===== src/rtl/fifo_drain_pkg.sv =====
// Shared constants and types for the FIFO drain DMA engine:
// CSR word map, CTRL/STATUS bit positions and FSM states.
package fifo_drain_pkg;

  localparam logic [2:0] ADDR_CTRL      = 3'd0;
  localparam logic [2:0] ADDR_BASE      = 3'd1;
  localparam logic [2:0] ADDR_LENGTH    = 3'd2;
  localparam logic [2:0] ADDR_WR_PTR    = 3'd3;
  localparam logic [2:0] ADDR_RD_PTR    = 3'd4;
  localparam logic [2:0] ADDR_STATUS    = 3'd5;
  localparam logic [2:0] ADDR_THRESHOLD = 3'd6;
  localparam logic [2:0] ADDR_COUNT     = 3'd7;

  localparam int CTRL_ENABLE = 0;
  localparam int CTRL_IRQ_EN = 1;
  localparam int CTRL_CLEAR  = 2;

  localparam int STATUS_BUSY      = 0;
  localparam int STATUS_FULL      = 1;
  localparam int STATUS_IRQ       = 2;
  localparam int STATUS_USEDW_LSB = 8;

  typedef enum logic [1:0] {
    IDLE    = 2'd0,
    POP     = 2'd1,
    CAPTURE = 2'd2,
    WRITE   = 2'd3
  } state_t;

endpackage


===== src/rtl/fifo_drain_csr.sv =====
// CSR slave for the drain engine: register file, producer pointer and word
// counter, soft clear, W1C interrupt status and the registered irq line.
module fifo_drain_csr
  import fifo_drain_pkg::*;
#(
  parameter int FIFO_USEDW_WIDTH = 8,
  parameter int LEN_WIDTH        = 16
) (
  input  logic                        clk,
  input  logic                        reset,
  input  logic [2:0]                  address,
  input  logic                        write,
  input  logic                        read,
  input  logic [31:0]                 writedata,
  output logic [31:0]                 readdata,
  output logic                        irq,
  input  logic                        busy,
  input  logic                        word_done,
  input  logic [FIFO_USEDW_WIDTH-1:0] usedw,
  output logic                        enable,
  output logic [31:0]                 base,
  output logic [LEN_WIDTH-1:0]        length,
  output logic [LEN_WIDTH-1:0]        wr_ptr,
  output logic                        buf_full,
  output logic                        clear_block
);

  localparam logic [LEN_WIDTH-1:0] ONE = LEN_WIDTH'(1);

  logic                 irq_en;
  logic                 irq_pending;
  logic                 clear_pending;
  logic [LEN_WIDTH-1:0] rd_ptr;
  logic [LEN_WIDTH-1:0] threshold;
  logic [LEN_WIDTH-1:0] count;
  logic [LEN_WIDTH-1:0] wr_ptr_inc;
  logic [LEN_WIDTH-1:0] wr_ptr_succ;
  logic [LEN_WIDTH-1:0] count_inc;
  logic                 clear_req;
  logic                 apply_clear;
  logic                 w1c;
  logic [31:0]          read_next;

  assign wr_ptr_inc  = wr_ptr + ONE;
  assign wr_ptr_succ = (wr_ptr_inc == length) ? '0 : wr_ptr_inc;
  assign buf_full    = (wr_ptr_succ == rd_ptr);
  assign count_inc   = (&count) ? count : count + ONE;

  assign clear_req   = write && (address == ADDR_CTRL) && writedata[CTRL_CLEAR];
  assign w1c         = write && (address == ADDR_STATUS) && writedata[STATUS_IRQ];
  // A clear requested mid-word waits until the engine is back in IDLE.
  assign apply_clear = (clear_req || clear_pending) && !busy;
  assign clear_block = clear_req || clear_pending;

  always_comb begin
    read_next = '0;
    case (address)
      ADDR_CTRL: begin
        read_next[CTRL_ENABLE] = enable;
        read_next[CTRL_IRQ_EN] = irq_en;
      end
      ADDR_BASE:      read_next = base;
      ADDR_LENGTH:    read_next[LEN_WIDTH-1:0] = length;
      ADDR_WR_PTR:    read_next[LEN_WIDTH-1:0] = wr_ptr;
      ADDR_RD_PTR:    read_next[LEN_WIDTH-1:0] = rd_ptr;
      ADDR_STATUS: begin
        read_next[STATUS_BUSY] = busy;
        read_next[STATUS_FULL] = buf_full;
        read_next[STATUS_IRQ]  = irq_pending;
        read_next[STATUS_USEDW_LSB +: FIFO_USEDW_WIDTH] = usedw;
      end
      ADDR_THRESHOLD: read_next[LEN_WIDTH-1:0] = threshold;
      ADDR_COUNT:     read_next[LEN_WIDTH-1:0] = count;
      default:        read_next = '0;
    endcase
  end

  always_ff @(posedge clk or posedge reset) begin
    if (reset) begin
      enable        <= 1'b0;
      irq_en        <= 1'b0;
      base          <= '0;
      length        <= '0;
      rd_ptr        <= '0;
      threshold     <= '0;
      wr_ptr        <= '0;
      count         <= '0;
      irq_pending   <= 1'b0;
      clear_pending <= 1'b0;
      irq           <= 1'b0;
      readdata      <= '0;
    end else begin
      if (write) begin
        case (address)
          ADDR_CTRL: begin
            enable <= writedata[CTRL_ENABLE];
            irq_en <= writedata[CTRL_IRQ_EN];
          end
          ADDR_BASE:      base      <= {writedata[31:2], 2'b00};
          ADDR_LENGTH:    length    <= writedata[LEN_WIDTH-1:0];
          ADDR_RD_PTR:    rd_ptr    <= writedata[LEN_WIDTH-1:0];
          ADDR_THRESHOLD: threshold <= writedata[LEN_WIDTH-1:0];
          default: ;
        endcase
      end

      if (apply_clear) begin
        clear_pending <= 1'b0;
      end else if (clear_req) begin
        clear_pending <= 1'b1;
      end

      if (apply_clear) begin
        wr_ptr <= '0;
      end else if (word_done) begin
        wr_ptr <= wr_ptr_succ;
      end

      // A W1C colliding with an increment counts only the new word.
      if (apply_clear) begin
        count       <= '0;
        irq_pending <= 1'b0;
      end else if (w1c) begin
        count       <= word_done ? ONE : '0;
        irq_pending <= word_done && (threshold != '0) && (threshold <= ONE);
      end else if (word_done) begin
        count <= count_inc;
        if ((threshold != '0) && (count_inc >= threshold)) begin
          irq_pending <= 1'b1;
        end
      end

      irq <= irq_pending & irq_en;

      if (read) begin
        readdata <= read_next;
      end
    end
  end

endmodule


===== src/rtl/fifo_drain_dma.sv =====
// Drains a non-show-ahead FIFO into a circular buffer in system memory,
// one Avalon-MM master write per word, controlled through fifo_drain_csr.
module fifo_drain_dma
  import fifo_drain_pkg::*;
#(
  parameter int FIFO_WIDTH       = 16,
  parameter int FIFO_USEDW_WIDTH = 8,
  parameter int LEN_WIDTH        = 16
) (
  input  logic                        clk,
  input  logic                        reset,
  input  logic [2:0]                  avs_csr_address,
  input  logic                        avs_csr_write,
  input  logic                        avs_csr_read,
  input  logic [31:0]                 avs_csr_writedata,
  output logic [31:0]                 avs_csr_readdata,
  output logic                        avs_csr_irq,
  output logic                        fifo_rdreq,
  input  logic [FIFO_WIDTH-1:0]       fifo_q,
  input  logic                        fifo_rdempty,
  input  logic [FIFO_USEDW_WIDTH-1:0] fifo_rdusedw,
  output logic [31:0]                 avm_address,
  output logic                        avm_write,
  output logic [31:0]                 avm_writedata,
  output logic [3:0]                  avm_byteenable,
  input  logic                        avm_waitrequest
);

  state_t               state_reg;
  state_t               state_next;
  logic                 enable;
  logic                 buf_full;
  logic                 clear_block;
  logic                 busy;
  logic                 word_done;
  logic [31:0]          base;
  logic [LEN_WIDTH-1:0] length;
  logic [LEN_WIDTH-1:0] wr_ptr;

  assign busy           = (state_reg != IDLE);
  assign word_done      = (state_reg == WRITE) && !avm_waitrequest;
  assign avm_byteenable = 4'hF;

  fifo_drain_csr #(
    .FIFO_USEDW_WIDTH(FIFO_USEDW_WIDTH),
    .LEN_WIDTH       (LEN_WIDTH)
  ) u_csr (
    .clk        (clk),
    .reset      (reset),
    .address    (avs_csr_address),
    .write      (avs_csr_write),
    .read       (avs_csr_read),
    .writedata  (avs_csr_writedata),
    .readdata   (avs_csr_readdata),
    .irq        (avs_csr_irq),
    .busy       (busy),
    .word_done  (word_done),
    .usedw      (fifo_rdusedw),
    .enable     (enable),
    .base       (base),
    .length     (length),
    .wr_ptr     (wr_ptr),
    .buf_full   (buf_full),
    .clear_block(clear_block)
  );

  always_ff @(posedge clk or posedge reset) begin
    if (reset) begin
      state_reg <= IDLE;
    end else begin
      state_reg <= state_next;
    end
  end

  always_comb begin
    state_next = state_reg;
    case (state_reg)
      IDLE: begin
        if (enable && !fifo_rdempty && !buf_full && (length != '0) && !clear_block) begin
          state_next = POP;
        end
      end
      POP:     state_next = CAPTURE;
      CAPTURE: state_next = WRITE;
      WRITE: begin
        if (!avm_waitrequest) begin
          state_next = IDLE;
        end
      end
      default: state_next = IDLE;
    endcase
  end

  always_comb begin
    fifo_rdreq = (state_reg == POP);
    avm_write  = (state_reg == WRITE);
  end

  // Address and data are frozen at CAPTURE so they stay stable through stalls.
  always_ff @(posedge clk or posedge reset) begin
    if (reset) begin
      avm_address   <= '0;
      avm_writedata <= '0;
    end else if (state_reg == CAPTURE) begin
      avm_address   <= base + 32'({wr_ptr, 2'b00});
      avm_writedata <= 32'(fifo_q);
    end
  end

endmodule


===== config.mk =====
export PLATFORM = sky130hd
export DESIGN_NAME = fifo_drain_dma
export DESIGN_NICKNAME = d
export VERILOG_FILES = /design/src/rtl/fifo_drain_pkg.sv /design/src/rtl/fifo_drain_csr.sv /design/src/rtl/fifo_drain_dma.sv
export SDC_FILE = /design/constraint.sdc
export NUM_CORES = 1
export LEC_CHECK = 0
export ABC_AREA = 1
export CAP_MARGIN = 5
export CORE_MARGIN = 4
export CORE_UTILIZATION = 39
export DETAILED_ROUTE_END_ITERATION = 6
export GPL_TIMING_DRIVEN = 0
export PLACE_DENSITY = 0.61
export SLEW_MARGIN = 10
export SYNTH_ARGS = -nofsm -noshare
export SYNTH_HDL_FRONTEND = slang
export SYNTH_SLANG_ARGS = --single-unit

===== constraint.sdc =====
create_clock -name clk -period 11.4 [get_ports clk]
set_input_delay 2.28 -clock clk [delete_from_list [all_inputs] [get_ports clk]]
set_output_delay 2.28 -clock clk [all_outputs]
set_load 0.05 [all_outputs]

## Word level (Yosys, flattened, before mapping)

Index checks and enable logic that the tools add are counted.
Widths: inputs -> output; s select.

| cells by class | value |
|---|---|
| $add $sub $neg | 3 |
| order comparisons | 2 |
| multiplexer cells | 22 |
| reduce and logical (&&, ||, !) cells | 36 |
| equality and inequality tests | 14 |
| bitwise logic cells | 1 |

Operator list:

| kind | count |
|---|---|
| $mux 16 | 8 |
| $pmux 8 s7 | 1 |
| $add 16x1->16 const B | 2 |
| $add 32x18->32 | 1 |
| $eq 16x16->1 | 2 |
| $reduce_bool 16->1 | 2 |
| $pmux 5 s6 | 1 |
| $ge 16x16->1 | 1 |
| $le 16x1->1 const B | 1 |
| $pmux 2 s8 | 1 |
| $reduce_and 16->1 | 1 |
| $reduce_and 2->1 | 7 |
| $logic_and 1x1->1 | 13 |
| $eq 3x3->1 const B | 4 |
| $pmux 2 s4 | 1 |
| $mux 1 | 7 |
| $pmux 1 s7 | 1 |
| $eq 3x2->1 const B | 2 |
| $reduce_bool 2->1 | 3 |
| $reduce_bool 3->1 | 2 |
| $logic_not 1->1 | 5 |
| $eq 2x2->1 const B | 2 |
| $mux 2 | 2 |
| $ne 2x2->1 const B | 2 |
| 6 further kinds | 6 |

| word-level totals | value |
|---|---|
| output and inout port bits | 103 |
| bits in registers | 197 |
| logic and storage cells | 93 |

## Depth between registers and ports, before layout

Gate-level depths: netlist of the first run.

| depth | value |
|---|---|
| word-level depth | 10 |
| mapped depth | 26 |

## By module

From an unflattened synthesis of the first run, not the netlist that was laid out.

| unflattened totals | value |
|---|---|
| cell total of the unflattened synthesis | 1,607 |
| area total of the unflattened synthesis | 11,722.5 um2 |

Modules (own cells, without submodules):

| module | sequential area each (um2) | instances | area an instance (um2) | cells each |
|---|---|---|---|---|
| fifo_drain_csr | 3,678.5 | 1 | 7,972.6 | 1,029 |
| fifo_drain_dma | 1,251.2 | 1 | 3,749.8 | 578 |

## Least setup slack after synthesis of the first run

OpenSTA, ideal clock, no wires.

| path | value |
|---|---|
| path type | input to register |
| from | input avs_csr_address[1] |
| to | register u_csr.count[3] |
| path buffers | 0 |
| path slack | 7.638 ns |
| arrival | 3.630 ns |
| cell stages on the path | 12 |
| setup time | 0.132 ns |
| cell sequence | nor2_1 nand2_1 inv_1 nand2_1 o21ai_0 inv_1 nor2_1 a31oi_1 nand2_1 clkinv_1 nand2_1 o21ai_0 |

| between the ends | value |
|---|---|
| cells in the longest elaborated chain, start to end | 6 |
| elaborated cells on any way between the ends | 11 |

RTL lines:

| element | line | text |
|---|---|---|
| start, declared | fifo_drain_dma.sv:12 | `input logic [2:0] avs_csr_address,` |
| $logic_not 3->1 | fifo_drain_csr.sv:49 | `assign clear_req = write && (address == ADDR_CTRL) && writedata[CTRL_CLEAR];` |
| $logic_and 1x1->1 (2 in a row) | fifo_drain_csr.sv:49 |  |
| $logic_or 1x1->1 | fifo_drain_csr.sv:52 | `assign apply_clear = (clear_req \|\| clear_pending) && !busy;` |
| $logic_and 1x1->1 | fifo_drain_csr.sv:52 |  |
| $reduce_bool 3->1 (no source line) or $mux 16 (tied branches) | n/a |  |
| end signal, assigned | fifo_drain_csr.sv:124 | `count <= word_done ? ONE : '0;` |
| end signal, assigned | fifo_drain_csr.sv:127 | `count <= count_inc;` |
| end, declared | fifo_drain_csr.sv:35 | `logic [LEN_WIDTH-1:0] count;` |

Parallel ways exist; a longest one is shown, timed or not.
A chain may end at the register's enable or synchronous reset.

## Worst setup path after layout of the first run

| path | value |
|---|---|
| from | input avs_csr_address[2] |
| to | register u_csr.base[4] |

| between the ends | value |
|---|---|
| cells in the longest elaborated chain, start to end | 2 |

RTL lines:

| element | line | text |
|---|---|---|
| $eq 3x1->1 | fifo_drain_csr.sv:94 | `case (address)` |
| $reduce_and 2->1 (no source line) | n/a |  |
| end signal, assigned | fifo_drain_csr.sv:99 | `ADDR_BASE: base <= {writedata[31:2], 2'b00};` |
| end, declared | fifo_drain_csr.sv:21 | `output logic [31:0] base,` |

No other way between the ends.

==> flow_metrics.py, run 1 <==
metrics = {
    "outcome": {
        "status": "complete, no violations",
    },
    "critical_path": {
        "startpoint": "avs_csr_address[2]",
        "critPathSlowestCell": "clkdlybuf4s50_1",
        "worstPathArrival_ns": 5.05,
        "critPathCapture": "u_csr.base[4]",
        "crit_path_start_kind": "input port",
        "rr_startpoint": "u_csr.wr_ptr[0]",
        "cp_cell_sequence": "clkdlybuf4s50_1 > inv_1 > nand2_1 > inv_1 > nand2_1 > clkbuf_1 > clkbuf_1 > o21ai_0",
        "cp-end-kind": "flop",
        "crit_fanout": 10,
        "critical_path_class": "input port to flop",
        "r2r_slack_ns": 7.73,
        "worstPathRequired_ns": 11.70,
        "reg2reg_depth": 18,
        "critPathMaxStageDelay_ns": 0.62,
        "worst_r2r_endpoint": "avm_address[28]",
    },
    "sta": {
        "setup_tns_ns": 0,
        "drv_slew": 0,
        "rsz0062_at_grt": "no",
        "finClkSkew_ns": 0.0148,
        "max_slew_margin": 0.412,
        "max_freq_mhz": 210,
        "min_period_ns": 4.75,
        "setup_viol": 0,
        "tightest_slew_ns": 0.876,
        "hold_violations": 0,
        "min_period_over_period": 0.417,
    },
    "global_routing": {
        "grt_overflow": 0,
        "antenna_found_initial": 0,
        "grt_pass1_wl_um": 55900,
        "first_global_vias": 9619,
        "grt_use_total": 0.234,
        "grt_max_degree": 112,
    },
    "cts": {
        "clock_latency_ns": 0.45,
        "cts.path.max_buffers": 2,
        "htree_num_levels": 4,
        "cts_sinks": 195,
        "postCtsSetupBuffers": 0,
        "path_clk_slew_ns": 0.09,
        "clock-root-buffer": "clkbuf_16",
        "cts_tree": "yes",
        "numCtsBuffers": 17,
        "hold_buffers": 0,
        "ctsResizeCount": 0,
    },
    "layout": {
        "largest_register_ffs": 32,
        "final_area_mm2": 0.0135,
        "mostFrequentLayoutCell": "nand2_1",
        "top_register": "u_csr.readdata",
        "layout-drive-gt1-share": 0.0584,
        "mostFrequentLayoutCells": "nand2_1 (429), dfrtp_1 (195), inv_1 (163)",
        "syn2layout_area_growth_pct": 24.4,
        "reg_top3": "u_csr.readdata x32, avm_address x30, u_csr.base x30",
        "antennaDiodeCount": 0,
        "finalNetCount": 1684,
    },
    "synthesis": {
        "synth_cells": 1395,
        "synth_cell_type_count": 45,
        "synth-edff-count": 0,
        "ys_seq_area_frac": 0.449,
        "syn_avg_cell_area_um2": 7.79,
        "ys.warnings.count": 0,
        "synth_area_mm2": 0.0109,
        "synth-seq-cells": 195,
        "synth_ff_type": "dfrtp_1",
        "synthArstFlopShare": 1.00,
    },
    "floorplan": {
        "rows": 60,
        "io_pins": 168,
        "dieWidth_um": 175,
        "core_mm2": 0.0272,
        "initial_core_util": 0.400,
        "die_area_mm2": 0.0306,
        "die_h_um": 175,
    },
    "routing": {
        "ant_nets": 0,
        "vias_per_cell": 5.15,
        "avgRoutedWirePerCell_um": 18.4,
        "wl_um": 36200,
        "drc_errors": 0,
        "first_iter_violations": 951,
        "dr.pass1.iters": 5,
        "vias": 10127,
    },
    "placement": {
        "gp_congestion": 0.935,
        "placed_area_mm2": 0.0129,
        "port_buffers": 145,
        "post-dp-hpwl_um": 28100,
    },
    "min_path": {
        "hold_path_depth": 2,
        "hold_class": "flop to flop",
    },
    "power_and_ir_drop": {
        "power.leakage_uw": 0.00644,
        "peakVddDrop_v": 0.0000894,
        "powerDensity_mw_per_mm2": 205,
    },
    "run": {
        "maxCapViolations": 0,
    },
}
## power by group
part / total, µW / internal, µW / switching (µW)
registers: 982 / 852 / 130
clock network: 636 / 304 / 332
logic: 1150 / 375 / 778
total: 2770 / 1530 / 1240
## area by class of cell
class,instances,area (µm²)
Multi-Input combinational cell,982,5070
Clock buffer,17,425
Fill cell,2705,13700
Clock inverter,15,196
Buffer,66,353
Timing Repair Buffer,146,1480
Sequential cell,195,4880
Inverter,172,653
Tap cell,372,465
## per-layer routing
metal | track usage | vias up | part of all wire
met4 | 0.0579 | 0 | 0.020
met5 | 0 | - | 0
met1 | 0.319 | 4784 | 0.44
met3 | 0.0428 | 39 | 0.070
li1 | - | 4914 | -
met2 | 0.389 | 390 | 0.47
## per-stage QoR
step | total power [µW] | instances | hold WS (ns) | setup WS, ns | utilization
after floorplan | 1740 | 1415 | 0.436 | 3.81 | -
after global placement | 2130 | 1932 | 0.452 | 1.04 | 0.473
after detailed placement | 2140 | 1933 | 0.458 | 6.18 | 0.475
after CTS | 2780 | 1965 | 0.480 | 6.65 | 0.498
after global routing | 2930 | 1965 | 0.499 | 6.45 | 0.498
final | 2770 | 1965 | 0.475 | 6.65 | 0.498
## cell families after synthesis
logic type / synth area share
DFF: 0.449
xor gates and xnor gates: 0.0269
other: 0.000691
muxes: 0.0124
and+or+nand+nor: 0.233
AOI/OAI and AO/OA: 0.141
adders and majority gates: 0.0456
buffers and inverters: 0.0918
## worst min path at each step
stage,startpoint,to,slack [ns]
after floorplan,u_csr.irq_pending,u_csr.irq,0.44
after global placement,avm_writedata[7],avm_writedata[7],0.45
after detailed placement,avm_writedata[12],avm_writedata[12],0.46
after CTS,avm_writedata[12],avm_writedata[12],0.48
after global routing,avm_writedata[11],avm_writedata[11],0.50
final,avm_writedata[12],avm_writedata[12],0.48
## worst max-delay path, delay by kind of cell
kind / cells / cell delay, ns
buffers and inverters: 5 / 2.07
AOI/OAI and AO/OA: 1 / 0.18
and+or+nand+nor: 2 / 0.51
## synthesized netlist by cell type (14+ instances only)
library cell / instances / share of area
clkbuf_1: 39 / 0.013
nand3_1: 51 / 0.023
inv_1: 164 / 0.057
o22ai_1: 44 / 0.025
xor2_1: 23 / 0.019
ha_1: 38 / 0.044
nor2_1: 64 / 0.022
nand2_1: 429 / 0.15
buf_4: 24 / 0.017
nor3_1: 14 / 0.0064
dfrtp_1: 195 / 0.45
o21ai_0: 126 / 0.058
a21oi_1: 42 / 0.019
Note: power is estimated with default switching activity, not from simulation.
==> run 2, diff against run 1 <==
==> constraint.sdc (replaced) <==
create_clock -name clk -period 4.58 [get_ports clk]
set_input_delay 0.916 -clock clk [delete_from_list [all_inputs] [get_ports clk]]
set_output_delay 0.916 -clock clk [all_outputs]
set_load 0.05 [all_outputs]
==> run 2 against run 1 <==
Sequential power is 150% higher. Global-route usage is 0.077 points higher. Via count is 0.31% higher. Clock-buffer cell count stayed put. Register-to-register slack worse by 6.7 ns. Utilization is 0.22 points higher. Highest routed layer unchanged. Non-clock buffer count is 4 higher. First-iteration DRC count is 19% lower. Clock power is 150% higher. Sequential cell count stayed put. Cell count is 0.20% higher. Design area is 0.44% higher.
==> flow_metrics.py, run 2 (synthesis gave the netlist of run 1 again) <==
metrics = {
    "outcome": {
        "status": "complete, no violations",
    },
    "cts": {
        "clock_latency_ns": 0.45,
        "postCtsSetupBuffers": 0,
        "cts_tree": "yes",
        "ctsResizeCount": 0,
        "hold_buffers": 0,
        "clock-root-buffer": "clkbuf_16",
        "htree_num_levels": 4,
        "numCtsBuffers": 17,
        "path_clk_slew_ns": 0.09,
        "cts.path.max_buffers": 2,
        "cts_sinks": 195,
    },
    "routing": {
        "avgRoutedWirePerCell_um": 18.5,
        "vias_per_cell": 5.16,
        "ant_nets": 0,
        "vias": 10158,
        "dr.pass1.iters": 7,
        "drc_errors": 0,
        "first_iter_violations": 766,
        "wl_um": 36500,
    },
    "floorplan": {
        "dieWidth_um": 175,
        "rows": 60,
        "die_area_mm2": 0.0306,
        "core_mm2": 0.0272,
        "die_h_um": 175,
        "io_pins": 168,
        "initial_core_util": 0.400,
    },
    "placement": {
        "port_buffers": 145,
        "post-dp-hpwl_um": 28600,
        "gp_congestion": 0.934,
        "placed_area_mm2": 0.0130,
    },
    "critical_path": {
        "worst_path_dominant_cell_family": "compound AO/OA/AOI/OAI gates",
        "critical_path_class": "flop to flop",
        "crit_fanout": 6,
        "startpoint": "u_csr.wr_ptr[0]",
        "crit_path_start_kind": "flop",
        "worstSetupPathDepth": 19,
        "rr_startpoint": "u_csr.wr_ptr[0]",
        "reg2reg_depth": 19,
        "critPathCapture": "avm_address[26]",
        "cp-end-kind": "flop",
        "critPathMaxStageDelay_ns": 0.52,
        "crit_buf_inv": 2,
        "worstPathRequired_ns": 4.97,
        "critPathSlowestCell": "dfrtp_1",
        "worst_r2r_endpoint": "avm_address[26]",
        "cp_common_cell": "nand2_1",
        "r2r_slack_ns": 1.01,
        "worstPathArrival_ns": 3.96,
        "cp_cell_sequence": "ha_1 > inv_1 > fa_1 > inv_1 > nand2_1 > nand2_1 > nand2_1 > nand2_1 > a21oi_1 > nor2_1 > o22ai_1 > o21ai_0 > a21boi_0 > o21bai_1 > nand2_1 > nor2_1 > xor2_1 > nand2_1 > nand2_1",
    },
    "layout": {
        "fillCellCount": 2730,
        "reg_top3": "u_csr.readdata x32, avm_address x30, u_csr.base x30",
        "final-seq-area_mm2": 0.00488,
        "final_area_mm2": 0.0136,
        "antennaDiodeCount": 0,
        "mostFrequentLayoutCells": "nand2_1 (429), dfrtp_1 (195), inv_1 (163)",
        "syn2layout_area_growth_pct": 24.9,
        "mostFrequentLayoutCell": "nand2_1",
        "multi_input_area_mm2": 0.00507,
        "utilization": 0.500,
        "top_register": "u_csr.readdata",
        "largest_register_ffs": 32,
        "finalNetCount": 1688,
        "layout-drive-gt1-share": 0.0607,
    },
    "min_path": {
        "hold_class": "flop to flop",
    },
    "power_and_ir_drop": {
        "peakVddDrop_v": 0.000211,
        "powerDensity_mw_per_mm2": 506,
        "power.leakage_uw": 0.00646,
    },
    "global_routing": {
        "first_global_vias": 9712,
        "grt_max_degree": 38,
        "grt_pass1_wl_um": 55700,
        "antenna_found_initial": 1,
        "grt_overflow": 0,
        "grt_use_total": 0.235,
    },
    "sta": {
        "finClkSkew_ns": 0.0158,
        "max_slew_margin": 0.415,
        "hold_violations": 0,
        "max_freq_mhz": 280,
        "tightest_slew_ns": 0.871,
        "min_period_ns": 3.57,
        "min_period_over_period": 0.779,
        "setup_tns_ns": 0,
        "rsz0062_at_grt": "no",
        "drv_slew": 0,
        "setup_viol": 0,
    },
    "run": {
        "maxCapViolations": 0,
    },
}
## run 2: how the worst min path moves through the flow
stage	from	to	cells past startpoint
final	avm_writedata[10]	avm_writedata[10]	2
after floorplan	u_csr.irq_pending	u_csr.irq	2
after detailed placement	avm_writedata[8]	avm_writedata[8]	2
after CTS	avm_writedata[3]	avm_writedata[3]	2
after global routing	avm_writedata[15]	avm_writedata[15]	2
after global placement	avm_writedata[11]	avm_writedata[11]	2
## run 2: final cells by class
class / count / share of cell area
Sequential cell: 195 / 0.359
Timing Repair Buffer: 150 / 0.114
Tap cell: 372 / 0.0343
Clock buffer: 17 / 0.0313
Multi-Input combinational cell: 982 / 0.373
Clock inverter: 15 / 0.0138
Buffer: 66 / 0.0260
Inverter: 172 / 0.0478
## run 2: per-stage QoR
step / setup slack, ns / cells / hold slack, ns / total power, µW
after floorplan: 1.15 / 1415 / 0.436 / 4320
after CTS: 1.02 / 1969 / 0.478 / 6900
after global placement: -0.567 / 1932 / 0.452 / 5310
after global routing: 0.639 / 1969 / 0.496 / 7260
after detailed placement: 0.809 / 1937 / 0.459 / 5350
final: 1.01 / 1969 / 0.475 / 6870
## run 2: per-layer routing
| layer | vias to the layer above | share of wire | GRT usage |
|---|---|---|---|
| met5 | - | 0 | 0 |
| met4 | 0 | 0.041 | 0.0975 |
| met3 | 79 | 0.064 | 0.0381 |
| met2 | 373 | 0.46 | 0.382 |
| met1 | 4773 | 0.43 | 0.313 |
| li1 | 4933 | - | - |
## run 2: tightest hold or removal path: stages (launching register included)
cell,delay (ns)
dfrtp_1,0.35
nand2_1,0.05
nand2_1,0.05
## run 2: power breakdown
group / switching, µW / internal (µW) / total (µW) / leakage [µW]
logic: 1940 / 939 / 2880 / 0.00367
registers: 316 / 2120 / 2440 / 0.00249
clock network: 814 / 747 / 1560 / 0.000294
==> run 3, diff against run 2 <==
==> constraint.sdc (replaced) <==
create_clock -name clk -period 3.61 [get_ports clk]
set_input_delay 0.722 -clock clk [delete_from_list [all_inputs] [get_ports clk]]
set_output_delay 0.722 -clock clk [all_outputs]
set_load 0.05 [all_outputs]
==> run 3 against run 2 <==
Design area rose by 0.40%. Combinational power rose by 27%. Clock skew barely moved. Wire length barely moved. Clock power rose by 27%. Non-clock buffer count rose by 2. Power rose by 27%. Largest power group unchanged. Highest routed layer unchanged.
==> flow_metrics.py, run 3 (synthesis gave the netlist of run 1 again) <==
metrics = {
    "power_and_ir_drop": {
        "p_int_uw": 4840,
        "power_frac_clock": 0.226,
        "netSwitchingFraction": 0.446,
        "pwr-share-comb": 0.420,
        "share_seq_of_total_power": 0.354,
        "power_switching_uw": 3900,
        "peakVddDrop_v": 0.000268,
        "powerDensity_mw_per_mm2": 641,
        "power.leakage_uw": 0.00647,
    },
    "sta": {
        "setup_tns_ns": 0,
        "max_freq_mhz": 303,
        "finClkSkew_ns": 0.0157,
        "drv_slew": 0,
        "max_slew_margin": 0.399,
        "setup_viol": 0,
        "min_period_over_period": 0.913,
        "min_period_ns": 3.30,
        "tightest_slew_ns": 0.894,
        "setup_ws_ns": 0.314,
        "hold_violations": 0,
        "fin_hold_ws_ns": 0.474,
    },
    "global_routing": {
        "met1_usage": 0.313,
        "grt.met3_usage": 0.0381,
        "grt_max_degree": 38,
        "busiest_layer": "met2",
        "grt_overflow": 0,
        "antenna_found_initial": 1,
        "first_global_vias": 9712,
        "grt_use_total": 0.235,
        "use_met2": 0.382,
        "grt_pass1_wl_um": 55700,
    },
    "critical_path": {
        "worstPathArrival_ns": 3.63,
        "critPathMaxStageDelay_ns": 0.39,
        "worstPathRequired_ns": 3.94,
        "worst_path_dominant_cell_family": "simple AND/OR/NAND/NOR gates",
        "cp_common_cell": "nand2_1",
        "crit_path_start_kind": "flop",
        "crit_buf_inv": 4,
        "crit_fanout": 5,
        "cp-end-kind": "flop",
        "critPathSlowestCell": "dfrtp_1",
        "critical_path_class": "flop to flop",
    },
    "layout": {
        "largest_register_ffs": 32,
        "syn2layout_area_growth_pct": 25.4,
        "layout-drive-gt1-share": 0.0682,
        "mostFrequentLayoutCell": "nand2_1",
        "finalNetCount": 1690,
        "mostFrequentLayoutCells": "nand2_1 (429), dfrtp_1 (194), inv_1 (163)",
        "fillCellCount": 2730,
        "reg_top3": "u_csr.readdata x32, avm_address x30, u_csr.base x30",
        "utilization": 0.502,
        "antennaDiodeCount": 0,
        "top_register": "u_csr.readdata",
    },
    "routing": {
        "ant_nets": 0,
        "avgRoutedWirePerCell_um": 18.5,
        "drc_errors": 0,
        "vias": 10198,
        "vias_per_cell": 5.17,
        "wl_um": 36500,
        "first_iter_violations": 754,
        "dr.pass1.iters": 5,
    },
    "floorplan": {
        "io_pins": 168,
        "dieWidth_um": 175,
        "die_h_um": 175,
        "die_area_mm2": 0.0306,
        "rows": 60,
        "initial_core_util": 0.400,
        "core_mm2": 0.0272,
    },
    "placement": {
        "pre_cts_slack_ns": 0.0331,
        "port_buffers": 145,
        "post-dp-hpwl_um": 28600,
        "gp_congestion": 0.934,
    },
    "cts": {
        "cts.path.max_buffers": 2,
        "numCtsBuffers": 17,
        "htree_num_levels": 4,
        "clock_latency_ns": 0.46,
        "path_clk_slew_ns": 0.09,
        "cts_sinks": 195,
        "clock-root-buffer": "clkbuf_16",
        "cts_tree": "yes",
    },
    "run": {
        "maxCapViolations": 0,
    },
    "outcome": {
        "status": "complete, no violations",
    },
    "min_path": {
        "hold_class": "flop to flop",
    },
}
-- run 3: cell count changes in the layout (fill, tap and decap cells not counted), moves of 2 or more --
cell     previous run  this run
buf_4              24        26
nand3_1            51        49
nor2_2              4         6
nand3_2             2         4
nor2_1             64        61
-- run 3: repair_timing --
| action | in CTS | in global routing |
|---|---|---|
| endpoints found under the setup margin | 0 | 9 |
| hold buffers | 0 | 0 |
| buffers inserted | 0 | 2 |
| gates resized for setup | 0 | 12 |
-- run 3: final cells by class --
class | instances | area, µm² | area share
multi-input combinational | 982 | 5110 | 0.375
sequential | 195 | 4880 | 0.358
timing repair buffer | 152 | 1570 | 0.115
inverter | 172 | 649 | 0.0476
tap | 372 | 465 | 0.0341
clock buffer | 17 | 425 | 0.0312
buffer | 66 | 353 | 0.0259
clock inverter | 15 | 188 | 0.0138
-- run 3: final timing paths --
path / cells after the start / from / slack [ns] / end
min reg2reg: 2 / avm_writedata[10] / 0.47 / avm_writedata[10]
min in group asynchronous: 2 / reset / 0.75 / avm_address[3]
max: 25 / u_csr.count[6] / 0.31 / u_csr.irq_pending
min: 2 / avm_writedata[10] / 0.47 / avm_writedata[10]
max reg2reg: 25 / u_csr.count[6] / 0.31 / u_csr.irq_pending
max in group asynchronous: 5 / reset / 1.68 / u_csr.threshold[13]
-- run 3: power groups by stage --
stage / combinational (µW) / clock, µW / sequential, µW
2_1_floorplan: 1470 / 0 / 4010
3_3_place_gp: 3610 / 0 / 3120
3_5_place_dp: 3660 / 0 / 3130
4_1_cts: 3670 / 2000 / 3090
5_1_grt: 3980 / 2090 / 3160
6_report: 3670 / 1980 / 3090
-- run 3: routing by layer --
layer,vias to the layer above,share of wire
met2,395,0.46
met3,82,0.062
li1,4940,-
met4,0,0.042
met1,4781,0.44
met5,-,0
-- run 3: metrics by stage --
stage / power [µW] / std cells / area, µm²
finish: 8740 / 1971 / 13600
global route: 9230 / 1971 / 13600
CTS: 8760 / 1969 / 13600
detailed placement: 6790 / 1937 / 13000
global placement: 6730 / 1932 / 12900
floorplan: 5480 / 1415 / 11000
-- run 3: worst min-delay path, cell delays in order (launching register included) --
cell	delay (ns)
dfrtp_1	0.35
nand2_1	0.05
nand2_1	0.05
